==> src/rtl/sat_counter.sv <==
// Up-counter that sticks at all-ones instead of wrapping.
module sat_counter #(
    parameter int W = 8
) (
    input  logic         clock,
    input  logic         reset,
    input  logic         inc,
    output logic [W-1:0] count
);

    always_ff @(posedge clock or posedge reset) begin
        if (reset) begin
            count <= '0;
        end else if (inc && (count != {W{1'b1}})) begin
            count <= count + W'(1);
        end
    end

endmodule

==> config.mk <==
export PLATFORM = sky130hd
export DESIGN_NAME = sat_counter
export DESIGN_NICKNAME = d
export VERILOG_FILES = /design/src/rtl/sat_counter.sv
export SDC_FILE = /design/constraint.sdc
export NUM_CORES = 1
export LEC_CHECK = 0
export BUFFER_PORTS_ARGS = -buffer_cell sky130_fd_sc_hd__buf_2
export CAP_MARGIN = 40
export CORE_AREA = 2 2 39 41
export CTS_CLUSTER_DIAMETER = 120
export DETAILED_ROUTE_END_ITERATION = 16
export DIE_AREA = 0 0 41 43
export GPL_TIMING_DRIVEN = 0
export MAX_ROUTING_LAYER = met4
export SLEW_MARGIN = 20
export SYNTH_ARGS = -nofsm -noshare
export SYNTH_HDL_FRONTEND = slang
export SYNTH_SLANG_ARGS = --single-unit
==> constraint.sdc <==
create_clock -name clock -period 1.8 [get_ports clock]
set_input_delay 0.27 -clock clock [delete_from_list [all_inputs] [get_ports clock]]
set_output_delay 0.27 -clock clock [all_outputs]
set_load 0.02 [all_outputs]
==> flow_metrics.tcl, run 1 <==
set metrics [dict create \
    grt_first_pass_wirelength_mm 1.30 \
    core.rowCount 14 \
    n_fill_cell 138 \
    syn_nets 42 \
    crit_arrival_ns 1.69 \
    critPathCaptureType "flop" \
    synth-simple-area-share 0.209 \
    dr.pass1.iters 2 \
    n_antenna_cell 0 \
    viasPerCell 5.03 \
    ys_ff_latch 8 \
    netlist_instances 38 \
    wl_per_cell_um 11.9 \
    gp_congestion 0.721 \
    synth_fa_ha_area_frac 0.0299 \
    ctsResizeCount 0 \
    drt_wl_total_um 811 \
    setup.worst_path.start_class "flop" \
    core_region_area_um2 1380 \
    synth_cell_types 19 \
    reg_top3 "count (8)" \
    clock_latency_ns 0.25 \
    netlist_area_um2 419 \
    ctsHoldBuffers 1 \
    drtIter0Drc 9 \
    fmax_mhz 640 \
    synth_area_per_cell_um2 11.0 \
    tritoncts "done" \
    min_period_ns 1.56 \
    fin_tns_setup_ns 0 \
    area_growth_pct 24.5 \
    leakage_nw 0.225 \
    synth_top_family_by_area "simple AND/OR/NAND/NOR gates" \
    clockRootBuffer "clkbuf_4" \
    antenna_found_initial 0 \
    final_nets 58 \
    maxSlewHeadroom 0.786 \
    drtAntennaViolNets 0 \
    hp-class "in -> reg" \
    cp_max_fo 7 \
    critical_path_class "reg -> reg" \
    dp_hpwl_um 571 \
    h-tree-depth 1 \
    cts.path.max_buffers 2 \
    cts_buffers 3 \
    grt_overflow 0 \
    route.detailed.drc 0 \
    worstMarginPinSlew_ns 0.321 \
    setup_viol 0 \
    grt_pass1_vias 281 \
    finalHoldViolations 0 \
    power_w 0.000907 \
    cts_sinks 8 \
    vias 342 \
    cts.reportedPaths.clkPinSlew_ns 0.06 \
    rsz0062_at_grt "no" \
    synth_mux_area_frac 0.107 \
    grt_usage 0.115 \
    drive_gt1_frac 0.308 \
    yosysWarnings 0 \
    cap_viol_max_count 0 \
    die_w_um 41 \
    dieHeight_um 43 \
    seq_area_frac_synth 0.478 \
    worstPathRequired_ns 1.93 \
    yosys.area_share.xor_xnor 0.0209 \
    powerDensity_nw_per_um2 1740 \
    io_buffers 10 \
    synth-compound-area-share 0.146 \
    drv_slew 0 \
    status "completed" \
    peakVddDrop_mv 0.741 \
    postCtsSetupBuffers 0 \
    initial_core_util 0.303 \
    grt_max_degree 9 \
    largest-register "count" \
    final.period_utilization 0.868 \
    fin_skew_ns 0.00288 \
    largest_register_ffs 8 \
    die_area_um2 1760 \
    ios 11 \
]
[final cells by class]
class	instances	area [um^2]	area share
sequential	8	200	0.384
multi-input combinational	29	215	0.412
clock buffer	3	22.5	0.0432
tap	16	20.0	0.0384
timing repair buffer	11	60.1	0.115
inverter	1	3.75	0.00719
[critical path, stage by stage, from the launching register on]
cell and delay [ns]:
dfrtp_1 0.42, ha_1 0.30, nand4_4 0.17, o21ai_2 0.22, mux2_1 0.33
[synth_stat cells]
cell	instances	area, um^2
o21ai_2	1	8.76
mux2_2	1	11.3
o31a_1	1	8.76
nand4_1	3	18.8
o21ai_1	1	5.00
nor2_1	2	7.51
a21oi_1	1	5.00
nand3_1	3	15.0
o2111a_1	1	11.3
a21boi_1	1	7.51
nor3_1	2	10.0
inv_1	1	3.75
ha_1	1	12.5
o21bai_1	2	15.0
mux2_1	3	33.8
nand2_1	4	15.0
xnor2_1	1	8.76
dfrtp_1	8	200
nand4_4	1	21.3
[layout by cell type (no fill, tap or decap), types with 2 or more instances in the layout]
master    instances
nand4_1           3
nor3_1            2
dfrtp_1           8
buf_2            10
o21bai_1          2
mux2_1            3
nand3_1           3
nand2_1           4
clkbuf_4          3
nor2_1            2
[metal layers]
| layer | up-vias | wire (um) | GRT usage |
|---|---|---|---|
| li1 | 173 | - | - |
| met1 | 158 | 420 | 0.168 |
| met2 | 9 | 354 | 0.131 |
| met3 | 2 | 27 | 0.0471 |
| met4 | 0 | 8 | 0.0600 |
| met5 | - | 0 | - |
[through the flow]
stage	setup WS, ns	hold WS, ns	instances	util	cell area (um^2)
after detailed placement	0.240	0.239	64	0.354	489
after global placement	0.258	0.234	64	0.354	489
after global routing	0.131	0.366	68	0.377	522
after CTS	0.216	0.352	68	0.377	522
final	0.238	0.349	68	0.377	522
after floorplan	0.214	0.0857	38	-	419
[cells by family after synthesis]
group	after synthesis
and+or+nand+nor	15
xor gates and xnor gates	1
buffers and inverters	1
AOI/OAI and AO/OA	8
adders and majority gates	1
DFF	8
muxes	4
[worst paths after layout]
path                       cells past startpoint  endpoint  slack (ns)     start
max reg2reg                                    4  count[1]        0.24  count[0]
min reg2reg                                    1  count[6]        0.52  count[6]
max                                            4  count[1]        0.24  count[0]
max in group asynchronous                      3  count[4]        1.05     reset
min                                            3  count[0]        0.35       inc
min in group asynchronous                      3  count[0]        0.51     reset
[where the power goes]
part	switching, W	internal (W)	leakage, nW
sequential	0.000135	0.000260	0.0985
combinational	0.000215	0.000160	0.113
clock	0.0000607	0.0000763	0.0138
total	0.000410	0.000497	0.225
Note: power is estimated with default switching activity, not from simulation.
==> run 2: changes to the inputs <==
Settings changed: BUFFER_PORTS_ARGS -buffer_cell sky130_fd_sc_hd__buf_2 to -buffer_cell sky130_fd_sc_hd__clkbuf_2.
==> run 2 against run 1 <==
  * Via count up 2.0%
  * Worst setup slack worse by 0.0016 ns
  * Global-route usage down 0.32 points
  * Worst hold slack better by 0.026 ns
  * Combinational power down 1%
  * Wire length down 0.86%
  * Power about the same
  * Clock power about the same
  * Critical path type unchanged
  * Critical endpoint unchanged
  * Largest cell class unchanged
==> flow_metrics.tcl, run 2 (synthesis gave the netlist of run 1 again) <==
set metrics [dict create \
    core.rowCount 14 \
    cts.path.max_buffers 2 \
    die_w_um 41 \
    clockRootBuffer "clkbuf_4" \
    dieHeight_um 43 \
    tritoncts "done" \
    final.period_utilization 0.868 \
    rsz0062_at_grt "no" \
    die_area_um2 1760 \
    h-tree-depth 1 \
    r2r_cells 4 \
    final_nets 58 \
    vias 349 \
    powerDensity_nw_per_um2 1740 \
    largest_register_ffs 8 \
    crit_arrival_ns 1.70 \
    worstMarginPinSlew_ns 0.323 \
    n_fill_cell 144 \
    drtAntennaViolNets 0 \
    grt_max_degree 9 \
    status "completed" \
    drv_slew 0 \
    clock_latency_ns 0.25 \
    largest-register "count" \
    setup.worst_path.start_class "flop" \
    hold_path.startpoint "inc" \
    fmax_mhz 640 \
    cap_viol_max_count 0 \
    hp-class "in -> reg" \
    cts_sinks 8 \
    use_met2 0.125 \
    core_region_area_um2 1380 \
    postCtsSetupBuffers 0 \
    fin_skew_ns 0.00291 \
    use_met3 0.0471 \
    wl_per_cell_um 11.8 \
    critical_path_class "reg -> reg" \
    ctsResizeCount 0 \
    drive_gt1_frac 0.308 \
    antenna_found_initial 0 \
    n_antenna_cell 0 \
    setup_viol 0 \
    fin_tns_setup_ns 0 \
    reg_top3 "count (8)" \
    initial_core_util 0.303 \
    critical_path.startpoint "count[0]" \
    final_cells 68 \
    use_met1 0.154 \
    grt_first_pass_wirelength_mm 1.24 \
    leakage_nw 0.225 \
    final_cell_mix "clkbuf_2, dfrtp_1, nand2_1" \
    critPathCaptureType "flop" \
    io_buffers 10 \
    ios 11 \
    grt_busiest_layer "met1" \
    power_w 0.000907 \
    worstHoldPathCells 3 \
    viasPerCell 5.13 \
    min_period_ns 1.56 \
    worstPathRequired_ns 1.94 \
    area_growth_pct 24.5 \
    fin_ws_ns 0.237 \
    dr.pass1.iters 4 \
    place_ws_ns 0.247 \
    grt_pass1_vias 276 \
    dp_hpwl_um 567 \
    cp_max_fo 7 \
    grt_overflow 0 \
    dp.cells 64 \
    drtIter0Drc 6 \
    ctsHoldBuffers 1 \
    route.detailed.drc 0 \
    finalHoldViolations 0 \
    peakVddDrop_mv 0.639 \
    r2r_start "count[0]" \
    final_common_cell "clkbuf_2" \
    cts_buffers 3 \
    drt_wl_total_um 804 \
    gp_congestion 0.717 \
    grt_usage 0.112 \
    maxSlewHeadroom 0.784 \
    cts.reportedPaths.clkPinSlew_ns 0.05 \
]
-- run 2: cell count changes in the layout (fill, tap and decap cells not counted) --
cell and change:
buf_2 -10, clkbuf_2 +10
-- run 2: routing by layer --
metal,up-vias,part of all wire
met5,-,0
met4,0,0.019
met3,2,0.032
met2,11,0.45
met1,163,0.49
li1,173,-
-- run 2: per-stage QoR --
step	hold slack, ns	cell area, um^2	util
6_report	0.375	522	0.377
5_1_grt	0.390	522	0.377
4_1_cts	0.370	522	0.377
3_5_place_dp	0.221	489	0.354
3_3_place_gp	0.217	489	0.354
2_1_floorplan	0.0857	419	-
-- run 2: path summary, 6_finish.rpt --
kind                                 end  slack [ns]
worst max-delay path            count[1]        0.24
max in group asynchronous       count[7]        1.06
worst min register to register  count[6]        0.52
worst min-delay path            count[0]        0.38
worst max register to register  count[1]        0.24
min in group asynchronous       count[2]        0.50
-- run 2: power by group --
part	internal, W	switching, W	leakage, nW	total (W)
clock	0.0000765	0.0000639	0.0138	0.000140
combinational	0.000158	0.000214	0.112	0.000371
sequential	0.000260	0.000135	0.0985	0.000395
-- run 2: critical path, stage by stage, from the launching register on --
cell     delay (ns)
dfrtp_1        0.42
ha_1           0.30
nand4_4        0.17
o21ai_2        0.23
mux2_1         0.33
-- run 2: area by class of cell --
cell class                 count  area (um^2)  area share
clock buffer                   3         22.5      0.0432
inverter                       1         3.75     0.00719
multi-input combinational     29          215       0.412
sequential                     8          200       0.384
tap                           16         20.0      0.0384
timing repair buffer          11         60.1       0.115
==> run 3: changes to the inputs <==
Settings changed: CAP_MARGIN 40 to 25, CTS_CLUSTER_DIAMETER 120 to 150.
Clock period 1.8 ns to 1.4 ns, I/O delays scaled along.
==> run 3 against run 2 <==
  * Sequential cell count unchanged
  * Worst hold slack got worse by 0.067 ns
  * Design area increased by 12%
  * Clock power increased by 45%
  * Wire length increased by 2.0%
  * Sequential share of layout area decreased by 3.5 points
  * Count of clock-buffer cells in the layout increased by 1
  * Clock skew increased by 0.00098 ns
  * Via count increased by 3.7%
  * Fmax increased by 20%
  * Critical path depth unchanged
  * Largest cell class unchanged
  * Highest routed layer unchanged
==> flow_metrics.tcl, run 3 (synthesis gave the netlist of run 1 again) <==
set metrics [dict create \
    initial_core_util 0.303 \
    p_sw_frac 0.438 \
    switchingPower_w 0.000572 \
    die_area_um2 1760 \
    final_common_cell "clkbuf_2" \
    drive_gt1_frac 0.448 \
    whs_ns 0.308 \
    largest_register_ffs 8 \
    cts_sinks 8 \
    powerDensity_nw_per_um2 2230 \
    worstMarginPinSlew_ns 0.304 \
    setup.worst_path.start_class "flop" \
    core_region_area_um2 1380 \
    grt_usage 0.126 \
    grt_first_pass_wirelength_mm 1.32 \
    cts_buffers 3 \
    area_growth_pct 39.4 \
    final_cell_mix "clkbuf_2, dfrtp_1, buf_4" \
    p_int_w 0.000732 \
    final_nets 63 \
    die_w_um 41 \
    comb_power_share 0.454 \
    multi_input_area_um2 233 \
    finalHoldViolations 0 \
    min_period_ns 1.30 \
    viasPerCell 4.89 \
    drtIter0Drc 6 \
    crit_arrival_ns 1.45 \
    cap_viol_max_count 0 \
    grt_overflow 0 \
    ios 11 \
    reg_top3 "count (8)" \
    post-route-util 0.422 \
    rsz0062_at_grt "no" \
    maxSlewHeadroom 0.797 \
    fin_ws_ns 0.0963 \
    area.sequential_um2 204 \
    gp_congestion 0.710 \
    reg2reg_setup_slack_ns 0.1 \
    dr.pass1.iters 3 \
    io_buffers 10 \
    drv_slew 0 \
    n_fill_cell 145 \
    hp-class "in -> reg" \
    core.rowCount 14 \
    final.period_utilization 0.931 \
    drtAntennaViolNets 0 \
    tritoncts "done" \
    power_frac_seq 0.390 \
    grt_pass1_vias 289 \
    critPathCaptureType "flop" \
    dp_hpwl_um 580 \
    n_antenna_cell 0 \
    grt_max_degree 9 \
    leakage_nw 0.246 \
    wl_per_cell_um 11.1 \
    setup_viol 0 \
    vias 362 \
    clock_power_share 0.156 \
    cts.reportedPaths.clkPinSlew_ns 0.06 \
    critical_path_class "reg -> reg" \
    place_ws_ns -0.00218 \
    dieHeight_um 43 \
    drt_wl_total_um 820 \
    cp_max_fo 4 \
    route.detailed.drc 0 \
    clockRootBuffer "clkbuf_4" \
    status "completed" \
    worstPathRequired_ns 1.55 \
    peakVddDrop_mv 1.00 \
    fin_skew_ns 0.00389 \
    fmax_mhz 767 \
    clock_latency_ns 0.27 \
    antenna_found_initial 0 \
    largest-register "count" \
    cts.path.max_buffers 2 \
    h-tree-depth 1 \
]
-- run 3: changes by cell type in the layout (fill, tap and decap cells not counted), sizes merged --
cell    previous run  this run
buf                0         5
clkbuf            13        14
-- run 3: power groups by stage --
stage,combinational [W],clock (W),sequential [W]
floorplan,0.000236,0,0.000632
global placement,0.000498,0,0.000530
detailed placement,0.000510,0,0.000533
CTS,0.000591,0.000210,0.000504
global route,0.000650,0.000217,0.000534
finish,0.000592,0.000203,0.000509
-- run 3: repair_timing --
action / CTS / global route
gates cloned: 0 / 0
setup endpoints to repair: 1 / 2
pin swaps: 1 / 1
buffers inserted: 3 / 2
hold buffers: 1 / 0
endpoints found under the hold margin: 8 / 0
resized for setup: 0 / 2
-- run 3: layer usage --
metal  share of wire  up-vias  wire length, um  GRT usage
met4           0.033        0               27      0.100
li1                -      182                -          -
met3           0.055        6               45     0.0785
met2            0.48        8              394      0.159
met5               0        -                0          -
met1            0.43      166              352      0.135
-- run 3: critical path: stages, from the launching register on --
cell	delay, ns
dfrtp_2	0.38
ha_4	0.17
nand4_4	0.13
o21ai_2	0.17
mux2_1	0.34
-- run 3: path summary, 6_finish.rpt --
check | start | endpoint | depth (start not counted)
max reg2reg | count[1] | count[1] | 4
min | inc | count[2] | 3
min in group asynchronous | reset | count[1] | 3
max | count[1] | count[1] | 4
max in group asynchronous | reset | count[2] | 3
min reg2reg | count[6] | count[6] | 1
-- run 3: layout make-up --
cell class              count  share of cell area
clock buffers               4              0.0450
inverters                   1             0.00642
multi-input cells          29               0.398
repair buffers             16               0.167
flip-flops and latches      8               0.349
well taps                  16              0.0343
-- run 3: per-stage QoR --
| step | power [W] | cells | area, um^2 | setup TNS [ns] |
|---|---|---|---|---|
| after floorplan | 0.000868 | 38 | 434 | -0.00123 |
| after global placement | 0.00103 | 64 | 504 | 0 |
| after detailed placement | 0.00104 | 64 | 504 | -0.00218 |
| after CTS | 0.00131 | 72 | 563 | 0 |
| after global routing | 0.00140 | 74 | 584 | 0 |
| final | 0.00130 | 74 | 584 | 0 |
